`src/rtl/uart_pkg.sv`:
```
// Shared UART definitions: default widths and the byte type used by uart_rx, uart_tx
// and the receive FIFO.
package uart_pkg;
    localparam int unsigned UART_DBIT    = 8;
    localparam int unsigned UART_FIFO_AW = 4;

    typedef logic [UART_DBIT-1:0] uart_byte_t;
endpackage

```
`src/rtl/uart_rx_fifo_if.sv`:
```
// Receiver-to-host buffer bus: push side from the UART receiver, pop and status side
// toward the host.
interface uart_rx_fifo_if
    import uart_pkg::*;
#(
    parameter int unsigned DBIT   = UART_DBIT,
    parameter int unsigned ADDR_W = UART_FIFO_AW
);
    logic              wr_tick;
    logic [DBIT-1:0]   wr_data;
    logic              rd_en;
    logic [DBIT-1:0]   rd_data;
    logic              rd_valid;
    logic              empty;
    logic              full;
    logic              almost_full;
    logic [ADDR_W:0]   count;
    logic              overrun;
    logic              ovr_clr;

    modport slave (
        input  wr_tick, wr_data, rd_en, ovr_clr,
        output rd_data, rd_valid, empty, full, almost_full, count, overrun
    );

    modport master (
        output wr_tick, wr_data, rd_en, ovr_clr,
        input  rd_data, rd_valid, empty, full, almost_full, count, overrun
    );
endinterface

```
`src/rtl/uart_fifo_mem.sv`:
```
// Simple dual-port storage for the receive FIFO: synchronous write, registered read.
// Read-during-write to the same address returns the old contents.
module uart_fifo_mem
    import uart_pkg::*;
#(
    parameter int unsigned DBIT   = UART_DBIT,
    parameter int unsigned ADDR_W = UART_FIFO_AW
) (
    input  logic              i_clk,
    input  logic              i_rst_n,
    input  logic              i_wr_en,
    input  logic [ADDR_W-1:0] i_wr_addr,
    input  logic [DBIT-1:0]   i_wr_data,
    input  logic              i_rd_en,
    input  logic [ADDR_W-1:0] i_rd_addr,
    output logic [DBIT-1:0]   o_rd_data
);
    logic [DBIT-1:0] r_mem [2**ADDR_W];

    always_ff @(posedge i_clk) begin
        if (i_wr_en) begin
            r_mem[i_wr_addr] <= i_wr_data;
        end
    end

    // Only the output register is reset; the array stays free to map onto RAM.
    always_ff @(posedge i_clk or negedge i_rst_n) begin
        if (!i_rst_n) begin
            o_rd_data <= '0;
        end else if (i_rd_en) begin
            o_rd_data <= r_mem[i_rd_addr];
        end
    end
endmodule

```
`src/rtl/uart_rx_fifo.sv`:
```
// Receive buffer behind the UART receiver: never back-pressures the receiver, drops
// bytes when full and records that in a sticky overrun flag.
module uart_rx_fifo
    import uart_pkg::*;
#(
    parameter int unsigned DBIT     = UART_DBIT,
    parameter int unsigned ADDR_W   = UART_FIFO_AW,
    parameter int unsigned AF_LEVEL = 12
) (
    input  logic clk,
    input  logic rst_n,
    uart_rx_fifo_if.slave bus
);
    localparam logic [ADDR_W:0] AF_CNT = AF_LEVEL[ADDR_W:0];

    logic [ADDR_W:0]  r_wr_ptr;
    logic [ADDR_W:0]  r_rd_ptr;
    logic             r_rd_valid;
    logic             r_overrun;

    logic             w_empty;
    logic             w_full;
    logic             w_pop;
    logic             w_push;
    logic             w_drop;
    logic [ADDR_W:0]  w_count;
    logic [DBIT-1:0]  w_rd_data;

    assign w_empty = (r_wr_ptr == r_rd_ptr);
    assign w_full  = (r_wr_ptr[ADDR_W-1:0] == r_rd_ptr[ADDR_W-1:0]) &&
                     (r_wr_ptr[ADDR_W] != r_rd_ptr[ADDR_W]);
    assign w_count = r_wr_ptr - r_rd_ptr;

    // A pop in the same cycle frees the slot the push lands in, so full alone never blocks.
    assign w_pop  = bus.rd_en & ~w_empty;
    assign w_push = bus.wr_tick & (~w_full | w_pop);
    assign w_drop = bus.wr_tick & w_full & ~w_pop;

    always_ff @(posedge clk or negedge rst_n) begin
        if (!rst_n) begin
            r_wr_ptr   <= '0;
            r_rd_ptr   <= '0;
            r_rd_valid <= 1'b0;
            r_overrun  <= 1'b0;
        end else begin
            if (w_push) begin
                r_wr_ptr <= r_wr_ptr + 1'b1;
            end
            if (w_pop) begin
                r_rd_ptr <= r_rd_ptr + 1'b1;
            end
            r_rd_valid <= w_pop;
            if (w_drop) begin
                r_overrun <= 1'b1;
            end else if (bus.ovr_clr) begin
                r_overrun <= 1'b0;
            end
        end
    end

    uart_fifo_mem #(
        .DBIT   (DBIT),
        .ADDR_W (ADDR_W)
    ) u_mem (
        .i_clk     (clk),
        .i_rst_n   (rst_n),
        .i_wr_en   (w_push),
        .i_wr_addr (r_wr_ptr[ADDR_W-1:0]),
        .i_wr_data (bus.wr_data),
        .i_rd_en   (w_pop),
        .i_rd_addr (r_rd_ptr[ADDR_W-1:0]),
        .o_rd_data (w_rd_data)
    );

    assign bus.rd_data     = w_rd_data;
    assign bus.rd_valid    = r_rd_valid;
    assign bus.empty       = w_empty;
    assign bus.full        = w_full;
    assign bus.almost_full = (w_count >= AF_CNT);
    assign bus.count       = w_count;
    assign bus.overrun     = r_overrun;
endmodule

```
`src/flat_wrapper.sv`:
```
// flat-port wrapper written by rule: the top's interface ports become plain ports
module uart_rx_fifo_flat import uart_pkg::*;
#(
    parameter int unsigned DBIT     = UART_DBIT,
    parameter int unsigned ADDR_W   = UART_FIFO_AW,
    parameter int unsigned AF_LEVEL = 12
)
  (clk, rst_n, bus_wr_tick, bus_wr_data, bus_rd_en, bus_ovr_clr, bus_rd_data, bus_rd_valid, bus_empty, bus_full, bus_almost_full, bus_count, bus_overrun);
  uart_rx_fifo_if #(.DBIT(DBIT), .ADDR_W(ADDR_W)) bus_i ();
  input  logic clk;
  input  logic rst_n;
  input wire logic [$bits(bus_i.wr_tick)-1:0] bus_wr_tick;
  input wire logic [$bits(bus_i.wr_data)-1:0] bus_wr_data;
  input wire logic [$bits(bus_i.rd_en)-1:0] bus_rd_en;
  input wire logic [$bits(bus_i.ovr_clr)-1:0] bus_ovr_clr;
  output wire logic [$bits(bus_i.rd_data)-1:0] bus_rd_data;
  output wire logic [$bits(bus_i.rd_valid)-1:0] bus_rd_valid;
  output wire logic [$bits(bus_i.empty)-1:0] bus_empty;
  output wire logic [$bits(bus_i.full)-1:0] bus_full;
  output wire logic [$bits(bus_i.almost_full)-1:0] bus_almost_full;
  output wire logic [$bits(bus_i.count)-1:0] bus_count;
  output wire logic [$bits(bus_i.overrun)-1:0] bus_overrun;
  assign bus_i.wr_tick = bus_wr_tick;
  assign bus_i.wr_data = bus_wr_data;
  assign bus_i.rd_en = bus_rd_en;
  assign bus_i.ovr_clr = bus_ovr_clr;
  assign bus_rd_data = bus_i.rd_data;
  assign bus_rd_valid = bus_i.rd_valid;
  assign bus_empty = bus_i.empty;
  assign bus_full = bus_i.full;
  assign bus_almost_full = bus_i.almost_full;
  assign bus_count = bus_i.count;
  assign bus_overrun = bus_i.overrun;
  uart_rx_fifo #(.DBIT(DBIT), .ADDR_W(ADDR_W), .AF_LEVEL(AF_LEVEL)) u_core (.clk(clk), .rst_n(rst_n), .bus(bus_i));
endmodule
```
`config.mk`:
```
export PLATFORM = sky130hd
export DESIGN_NAME = uart_rx_fifo_flat
export DESIGN_NICKNAME = d
export VERILOG_FILES = /design/src/rtl/uart_pkg.sv /design/src/rtl/uart_rx_fifo_if.sv /design/src/rtl/uart_fifo_mem.sv /design/src/rtl/uart_rx_fifo.sv /design/src/flat_wrapper.sv
export SDC_FILE = /design/constraint.sdc
export NUM_CORES = 1
export LEC_CHECK = 0
export CAP_MARGIN = 20
export CORE_MARGIN = 2
export CORE_UTILIZATION = 35
export CTS_CLUSTER_DIAMETER = 80
export DETAILED_ROUTE_END_ITERATION = 8
export PLACE_DENSITY = 0.48
export SLEW_MARGIN = 20
export SYNTH_ARGS = -nofsm -noshare
export SYNTH_HDL_FRONTEND = slang
export SYNTH_SLANG_ARGS = --single-unit
```
`constraint.sdc`:
```
create_clock -name clk -period 5.1 [get_ports clk]
set_input_delay 0.51 -clock clk [delete_from_list [all_inputs] [get_ports clk]]
set_output_delay 0.51 -clock clk [all_outputs]
set_load 0.02 [all_outputs]
```
==> results.py <==
metrics = {
    "global_route": {
        "antenna_found_initial": 0,
        "grt_pass1_wl_um": 19500,
        "grt_pass1_vias": 3079,
        "grt_overflow": 0,
        "grt_usage": 0.151,
        "grt_max_degree": 56,
    },
    "setup_path": {
        "cp-start-kind": "register",
        "crit_end": "bus_almost_full",
        "required_ps": 4590,
        "setup.worst_path.class": "register to output port",
        "rr_startpoint": "u_core.r_rd_ptr[2]",
        "r2r_slack_ps": 2150,
        "r2r_cells": 6,
        "cp_max_fo": 18,
        "critPathLaunch": "u_core.r_rd_ptr[1]",
        "endpoint_kind": "output port",
        "r2r-end": "u_core.u_mem.r_mem[9][7]",
        "cp.arrival_ps": 2990,
    },
    "routing": {
        "wl_per_cell_um": 20.3,
        "ant_nets": 0,
        "wl_um": 13000,
        "dr.pass1.iters": 4,
        "via_per_inst": 4.92,
        "drcViolationCount": 0,
        "drt_iter0_markers": 313,
        "vias": 3160,
    },
    "cts": {
        "post_cts_buffers": 0,
        "cts_hold_buffers": 0,
        "clk_latency_ps": 420,
        "cts_made_buffers": 17,
        "cts_resized": 0,
        "cts_max_level": 4,
        "clock_sinks": 148,
        "cts_root_buffer": "clkbuf_16",
        "cts_buffer_depth": 2,
        "cts_tree": "built",
        "path_clk_slew_ps": 60,
    },
    "sta": {
        "rsz0062_at_grt": "false",
        "fin_skew_ps": 8.46,
        "setup_slack_ps": 1600,
        "slew_headroom": 0.410,
        "tightestPinTransition_ps": 882,
        "fmax_mhz": 285,
        "finalCritPeriodShare": 0.687,
        "finalSetupViolations": 0,
        "worst_hold_slack_ps": 51.3,
        "finalMaxSlewViolations": 0,
        "tns_ps": 0,
        "final_hold_viol_count": 0,
        "fin_crit_ps": 3500,
    },
    "finish": {
        "final_cell_area_sq_mm": 0.00711,
        "fin_util": 0.415,
        "final_nets": 428,
        "syn2layout_area_growth_pct": 16.9,
        "drive_above_1_share": 0.0959,
        "final_cell_mix": "edfxtp_1, mux2i_1, clkdlybuf4s50_1",
        "diodes": 0,
        "finalNonFillerCells": 642,
        "layout_commonest_cell": "edfxtp_1",
    },
    "floorplan": {
        "die_w_um": 136,
        "initial_core_util": 0.355,
        "die_y_um": 136,
        "core_area_sq_mm": 0.0171,
        "ios": 31,
        "fp-row-count": 48,
        "die_area_sq_mm": 0.0184,
    },
    "placed_design": {
        "port_buffers": 30,
        "place_hpwl_um": 8420,
        "place_area_sq_mm": 0.00656,
        "pre_cts_slack_ps": 2040,
        "gp_congestion": 0.731,
        "dp.cells": 611,
    },
    "power_and_ir_drop": {
        "power_frac_comb": 0.336,
        "clockPowerShare": 0.272,
        "peakVddDrop_uv": 691,
        "p_seq_frac": 0.392,
        "p_leak_nw": 2.44,
        "switching_share": 0.335,
        "finalPower_mw": 4.28,
        "p_int_mw": 2.85,
        "switchingPower_mw": 1.44,
        "power_density_mw_per_mm2": 603,
    },
    "yosys": {
        "async_flop_share": 0.135,
        "synth_area_sq_mm": 0.00608,
        "avgSynthCellArea_sq_um": 16.4,
        "ys_warn_count": 0,
        "ys_seq_elements": 148,
        "synth_enable_flop_cells": 128,
        "ys_seq_area_frac": 0.715,
        "synth_cell_types": 41,
        "ys.flop_type": "edfxtp_1",
        "syn_nets": 394,
        "netlist_instances": 371,
    },
    "hold_path": {
        "min_path_type": "input port to asynchronous set/reset pin",
    },
    "status": {
        "status": "finished, final reports clean",
    },
    "job": {
        "cap_violations": 0,
    },
}
## worst max-delay path, cell delays in order (launching register included)
cell and delay (ps):
dfrtp_1 700, inv_1 140, ha_1 330, nor2b_1 130, o21ai_0 190, a21boi_0 150, o32ai_1 290, clkdlybuf4s50_1 650
## final cells by class
class | instances | area (sq um)
clock buffer | 20 | 437
clock inverter | 11 | 113
fill | 1548 | 10000
inverter | 11 | 41.3
multi-input combinational | 196 | 1580
sequential | 148 | 4350
tap | 225 | 282
timing repair buffer | 31 | 303
## cells in the mapped netlist, types with 2 or more instances
library cell,number,share of area
nand3_1,2,0.0016
or3_1,8,0.0082
nor2_1,21,0.013
nand2_1,5,0.0031
nand4_1,4,0.0041
o21ai_0,5,0.0041
nor3b_1,3,0.0037
a31oi_1,8,0.0082
xor2_1,4,0.0058
mux4_1,4,0.017
edfxtp_1,128,0.63
ha_1,9,0.019
buf_2,5,0.0041
buf_6,2,0.0037
nor2b_1,9,0.0093
buf_4,4,0.0049
o22ai_1,24,0.025
mux2_2,8,0.015
and2_1,15,0.015
nand3b_1,3,0.0037
mux4_2,4,0.015
dfrtp_1,20,0.082
a211oi_1,8,0.0099
inv_1,11,0.0068
mux2i_1,32,0.053
xnor2_1,7,0.010
and3_1,2,0.0021
clkbuf_1,3,0.0019
## power by group through the flow
stage               Combinational (mW)  Clock (mW)  Sequential [mW]
CTS                               1.46        1.18             1.69
detailed placement                1.46           0             1.71
global route                      1.57        1.24             1.71
floorplan                         1.00           0             1.64
finish                            1.44        1.17             1.68
global placement                  1.46           0             1.70
## layer usage
layer	vias up	wire, um	track usage	part of all wire
met4	0	246	0.0625	0.019
met1	1581	6360	0.214	0.49
li1	1505	-	-	-
met2	60	6020	0.226	0.46
met5	-	0	0	0
met3	14	407	0.0311	0.031
## sequential cells by signal, indices dropped and copies added, names as in the netlist
register	count
u_core.u_mem.r_mem	128
u_core.u_mem.o_rd_data	8
u_core.r_wr_ptr	5
u_core.r_rd_ptr	5
u_core.bus.rd_valid	1
u_core.bus.overrun	1
## cells by family (layout without fill, tap and decap cells)
| group | Yosys count | count (layout) | synth area share |
|---|---|---|---|
| xor gates and xnor gates | 11 | 11 | 0.0159 |
| buffers and inverters | 27 | 73 | 0.0245 |
| muxes | 48 | 48 | 0.0997 |
| and+or+nand+nor | 76 | 76 | 0.0688 |
| adders and majority gates | 10 | 10 | 0.0218 |
| AOI/OAI and AO/OA | 51 | 51 | 0.0544 |
| DFF | 148 | 148 | 0.715 |
## worst min-delay path by stage
stage | cells past startpoint | end | start
after floorplan | 0 | u_core.bus.overrun | rst_n
after global placement | 2 | u_core.bus.overrun | u_core.bus.overrun
after detailed placement | 2 | u_core.bus.overrun | u_core.bus.overrun
after CTS | 1 | u_core.r_wr_ptr[4] | u_core.r_wr_ptr[4]
after global routing | 1 | u_core.u_mem.o_rd_data[5] | rst_n
final | 1 | u_core.u_mem.o_rd_data[0] | rst_n
(Power assumes the default switching activity.)
==> RTL edit 1: new RTL, same flow settings <==
Set the package constant `UART_DBIT` to 12 (it was 8).
--- a/src/rtl/uart_pkg.sv
+++ b/src/rtl/uart_pkg.sv
@@ -3,3 +3,3 @@
 package uart_pkg;
-    localparam int unsigned UART_DBIT    = 8;
+    localparam int unsigned UART_DBIT    = 12;
     localparam int unsigned UART_FIFO_AW = 4;
Ports: changed (resized bus_rd_data and bus_wr_data); port bits go from 31 to 39. No check against the original RTL was run, so the function may have changed too.
==> RTL edit 1 against the unedited design <==
- worst setup slack got worse by 290 ps
- wire length is 51% higher
- cell area rose by 41%
- worst hold slack improved by 340 ps
- area after synthesis up 43%
- clock power up 35%
- sequential cell count up 68
- power rose by 37%
- non-clock buffer count grew 14
==> RTL edit 1: results (changes against the unedited design) <==
- Status: completed
- Measured slew at the worst slew-check pin: 990 ps (+108 ps)
- Biggest regs: u_core.u_mem.r_mem: 192 flops, u_core.u_mem.o_rd_data: 12 flops
- Peak supply drop: 0.000236 V (-66%)
- Vias in the first global route: 4687 (+52%)
- Final #Nets: 567 (+32%)
- Total track usage: 15.4% (+0.34 points)
- Net Count, Synth: 523 (+33%)
- Setup slack, reg-to-reg: 1890 ps (-260 ps)
- Max H-tree Level: 1 (-3)
- Worst Hold Class: in -> async
- Final worst setup slack: 1300 ps (-294 ps)
- CP max FO: 21 (+3)
- Ys async rst share: 11.1% (-2.4 points)
- Post-synth top cells: edfxtp_1, mux2i_1, nor2_1, dfrtp_1, o22ai_1
- Sequential share of the synthesized area: 73.5% (+2.0 points)
- Routed vias/inst: 5.04 (+2.3%)
- CTS Buf Count: 22 (+5)
- GP Congestion: 0.822 (+12%)
- Delay of the slowest critical-path stage: 890 ps (+190 ps)
- Layout cells sized above 1: 7.91% (-1.7 points)
- WL per Instance: 22.4 um (+10%)
- Clk buf depth: 3 (+1)
- Clock Skews: 8.34 ps (-0.126 ps)
- Fill cells: 2167 (+40%)
- Distinct cell type count after synthesis: 39 (-4.9%)
- EDFF count, synth: 192 (+50%)
- Ant diodes: 0 (unchanged)
- FF-to-FF End: u_core.u_mem.r_mem[11][11]
- DP Wirelength: 12300 um (+47%)
- Pre-CTS setup slack: 1850 ps (-196 ps)
- Leak: 3.48 nW (+43%)
- First-pass GRT wire length: 29900 um (+53%)
- Clk_lat worst skew: 490 ps (+70 ps)
- Area contributors post-synth: edfxtp_1, mux2i_1, dfrtp_1, mux4_1, o22ai_1
- Initial detailed-routing violation count: 269 (-14%)
-- RTL edit 1: cells by family after synthesis --
logic type               share of synthesized area, %
AND/OR/NAND/NOR                                  4.02
multiplexers                                     11.8
buffers and inverters                            2.60
flip-flops                                       73.5
AO/OA/AOI/OAI                                    5.39
adder cells (fa/ha/maj)                          1.53
XOR/XNOR                                         1.11
-- RTL edit 1: final cells by class --
| cell class | instances | share of cell area (%) |
|---|---|---|
| Clock buffer | 33 | 6.31 |
| Sequential cell | 216 | 63.5 |
| Clock inverter | 7 | 0.848 |
| Timing Repair Buffer | 45 | 4.31 |
| Inverter | 11 | 0.411 |
| Multi-Input combinational cell | 244 | 20.6 |
| Tap cell | 324 | 4.04 |
-- RTL edit 1: critical path, delay by kind of cell, from the launching register on --
family                   cells  cell delay, ps
AND/OR/NAND/NOR              1             130
buffers and inverters        2             810
flip-flops                   1             890
AO/OA/AOI/OAI                3             630
adder cells (fa/ha/maj)      1             340
-- RTL edit 1: per-layer routing --
| metal | GRT usage (%) | part of all wire (%) | vias up |
|---|---|---|---|
| li1 | - | - | 2044 |
| met1 | 20.8 | 44 | 2287 |
| met2 | 26.2 | 50 | 74 |
| met3 | 2.11 | 3.2 | 27 |
| met4 | 4.67 | 2.5 | 0 |
| met5 | 0 | 0 | - |
-- RTL edit 1: how the worst max path moves through the flow --
stage                       start         endpoint  cells past startpoint
6_report       u_core.r_rd_ptr[1]  bus_almost_full                      7
5_1_grt        u_core.r_rd_ptr[0]  bus_almost_full                      7
4_1_cts        u_core.r_rd_ptr[0]  bus_almost_full                      7
3_5_place_dp   u_core.r_rd_ptr[0]  bus_almost_full                      7
3_3_place_gp   u_core.r_rd_ptr[0]  bus_almost_full                      7
2_1_floorplan  u_core.r_rd_ptr[1]  bus_almost_full                      8
-- RTL edit 1: metrics by stage --
step                instance area, um2  cells  utilization (%)  hold WS, ps  power, W
floorplan                         8660    496                -          214   0.00367
global placement                  9320    840             38.3          510   0.00433
detailed placement                9320    840             38.3          523   0.00436
CTS                              10000    880             41.3          403   0.00596
global route                     10000    880             41.3          441   0.00619
finish                           10000    880             41.3          394   0.00588
-- RTL edit 1: power by group --
part,switching (W),internal [W]
combinational,0.00110,0.000807
sequential,0.000215,0.00218
clock,0.000625,0.000959
==> RTL edit 2: new RTL, same settings <==
Made on the original files. Make the reset (`i_rst_n` and `rst_n`) synchronous in 2 clocked blocks.
--- a/src/rtl/uart_fifo_mem.sv
+++ b/src/rtl/uart_fifo_mem.sv
@@ -26,3 +26,3 @@
     // Only the output register is reset; the array stays free to map onto RAM.
-    always_ff @(posedge i_clk or negedge i_rst_n) begin
+    always_ff @(posedge i_clk) begin
         if (!i_rst_n) begin
--- a/src/rtl/uart_rx_fifo.sv
+++ b/src/rtl/uart_rx_fifo.sv
@@ -38,3 +38,3 @@
 
-    always_ff @(posedge clk or negedge rst_n) begin
+    always_ff @(posedge clk) begin
         if (!rst_n) begin
Function: differs if rst_n is asserted again (counterexample within 4 cycles, from zero or initial values and one cycle with rst_n low); with rst_n held inactive, the same outputs for 10 cycles.
==> RTL edit 2 against the unedited design <==
- wire length increased by 3.4%
- cell area decreased by 0.90%
- worst setup slack improved by 82 ps
- area after synthesis decreased by 1.1%
- sequential cell count unchanged
- sequential share of layout area decreased by 0.90 points
- critical path type unchanged
- critical endpoint unchanged
- highest routed layer unchanged
Power is not compared: it rests on default switching activity, and its combinational part moved more than twofold at a synthesized area within 25%.
==> RTL edit 2: results (changes against the unedited design) <==
- Sequential share of the synthesized area: 70.6% (-0.86 points)
- Status: completed
- Final #Nets: 439 (+2.6%)
- DP Area: 6520 um2 (-0.67%)
- Clk_lat worst skew: approximately 410 ps
- Worst Hold Class: reg -> reg
- Total track usage: 15.7% (+0.58 points)
- Synth warnings: 0 (unchanged)
- Max H-tree Level: 4 (unchanged)
- Vias in the first global route: 3266 (+6.1%)
- DP Wirelength: 8920 um (+5.9%)
- First-pass GRT wire length: 20200 um (+3.6%)
- Ys async rst share: 0% (-14 points)
- Distinct cell type count after synthesis: 43 (+4.9%)
- Ant diodes: 0 (unchanged)
- Initial detailed-routing violation count: 315 (+0.64%)
- Pre-CTS setup slack: 1870 ps (-174 ps)
- DRT Pass-1 Iters: 5 (+1)
- Synth Flop Type: edfxtp_1
- Cts repair resizes: 0 (unchanged)
- CTS Buf Count: 17 (unchanged)
- Layout cells sized above 1: 9.65% (+0.055 points)
- GP Congestion: 0.809 (+11%)
- Net Count, Synth: 400 (+1.5%)
- DP Cell Count: 617 (+0.98%)
- Root buf cell: clkbuf_16
- Worst-path clk slew: 60 ps (about the same)
- Post-Layout Cell Count: 645 (+0.47%)
- Leak: 2.19 nW
- Measured slew at the worst slew-check pin: 1010 ps (+129 ps)
- Biggest regs: u_core.u_mem.r_mem: 128 flops, u_core.u_mem.o_rd_data: 8 flops
- Synthesized instance count: 377 (+1.6%)
- Area contributors post-synth: edfxtp_1, mux2i_1, dfxtp_1, mux4_2, nor2_1
- DRT Wirelength: 13500 um (+3.4%)
- CP max FO: 29 (+11)
- Routed vias/inst: 5.08 (+3.1%)
- Worst EP arrival: 2910 ps (-80 ps)
- Setup Buffers After CTS: 0 (unchanged)
- Port bufs: 30 (unchanged)
- Clk buf depth: 2 (unchanged)
- EDFF count, synth: 128 (unchanged)
- Peak supply drop: roughly 0.00024 V
- Antenna violations before repair: 0 (unchanged)
- Largest net degree at the start of global routing: 31 (-45%)
- Clock Skews: 9.19 ps (+0.726 ps)
- Post-synth top cells: edfxtp_1, mux2i_1, nor2_1, dfxtp_1, o21ai_0
RTL edit 2: cell count changes after synthesis, moves of 6 or more:
cell      change
a211oi_1      -8
a221oi_1      +8
and2_1       -14
dfrtp_1      -20
dfxtp_1      +20
mux2_2        -8
mux2i_1      +19
nor2_1       +11
nor2b_1       -6
nor3_1        +6
o21ai_0      +12
o22ai_1       -8
or3_1         -7
RTL edit 2: cell type report:
type | instances | area, um2
Clock inverter | 9 | 91.3
Tap cell | 220 | 275
Timing Repair Buffer | 36 | 345
Inverter | 12 | 45.0
Multi-Input combinational cell | 201 | 1610
Clock buffer | 19 | 433
Fill cell | 1522 | 9660
Sequential cell | 148 | 4250
RTL edit 2: metal layers:
| metal | part of all wire [%] | vias up | track usage (%) |
|---|---|---|---|
| met5 | 0 | - | 0 |
| met4 | 1.8 | 0 | 5.84 |
| met3 | 3.3 | 18 | 3.79 |
| met2 | 45 | 62 | 23.2 |
| met1 | 50 | 1654 | 22.4 |
| li1 | - | 1540 | - |
RTL edit 2: path summary, 6_finish.rpt:
check,from,end,slack [ps],cells past startpoint
setup reg to reg,u_core.r_rd_ptr[2],u_core.u_mem.r_mem[0][0],1880,7
hold / removal,u_core.r_rd_ptr[4],u_core.r_rd_ptr[4],540,2
setup / recovery,u_core.r_rd_ptr[2],bus_almost_full,1680,8
hold reg to reg,u_core.r_rd_ptr[4],u_core.r_rd_ptr[4],540,2
RTL edit 2: power by group:
group	switching [W]	leakage [nW]	internal, W	total [W]
Combinational	0.000249	0.613	0.000171	0.000420
Sequential	0.0000212	1.32	0.00135	0.00137
Clock	0.000433	0.260	0.000698	0.00113
Total	0.000703	2.19	0.00222	0.00292
RTL edit 2: cell families (layout without fill, tap and decap cells):
logic type               after synthesis  after routing  share of synthesized area (%)
AO/OA/AOI/OAI                         63             63                           6.98
buffers and inverters                 28             76                           2.62
AND/OR/NAND/NOR                       60             60                           4.62
XOR/XNOR                               9              9                           1.44
adder cells (fa/ha/maj)               10             10                           2.21
multiplexers                          59             59                           11.5
flip-flops                           148            148                           70.6
RTL edit 2: through the flow:
| stage | utilization, % | power (W) |
|---|---|---|
| 6_report | 42.2 | 0.00292 |
| 5_1_grt | 42.2 | 0.00303 |
| 3_5_place_dp | 39.0 | 0.00182 |
| 4_1_cts | 42.2 | 0.00294 |
| 3_3_place_gp | 39.0 | 0.00182 |
| 2_1_floorplan | - | 0.00165 |
RTL edit 2: worst max-delay path, cell delays in order (launching register included):
cell and delay [ps]:
dfxtp_1 310, buf_4 400, inv_1 180, ha_1 390
a21o_1 190, a21oi_1 170, xnor2_1 120, o31ai_1 100
clkdlybuf4s50_1 640
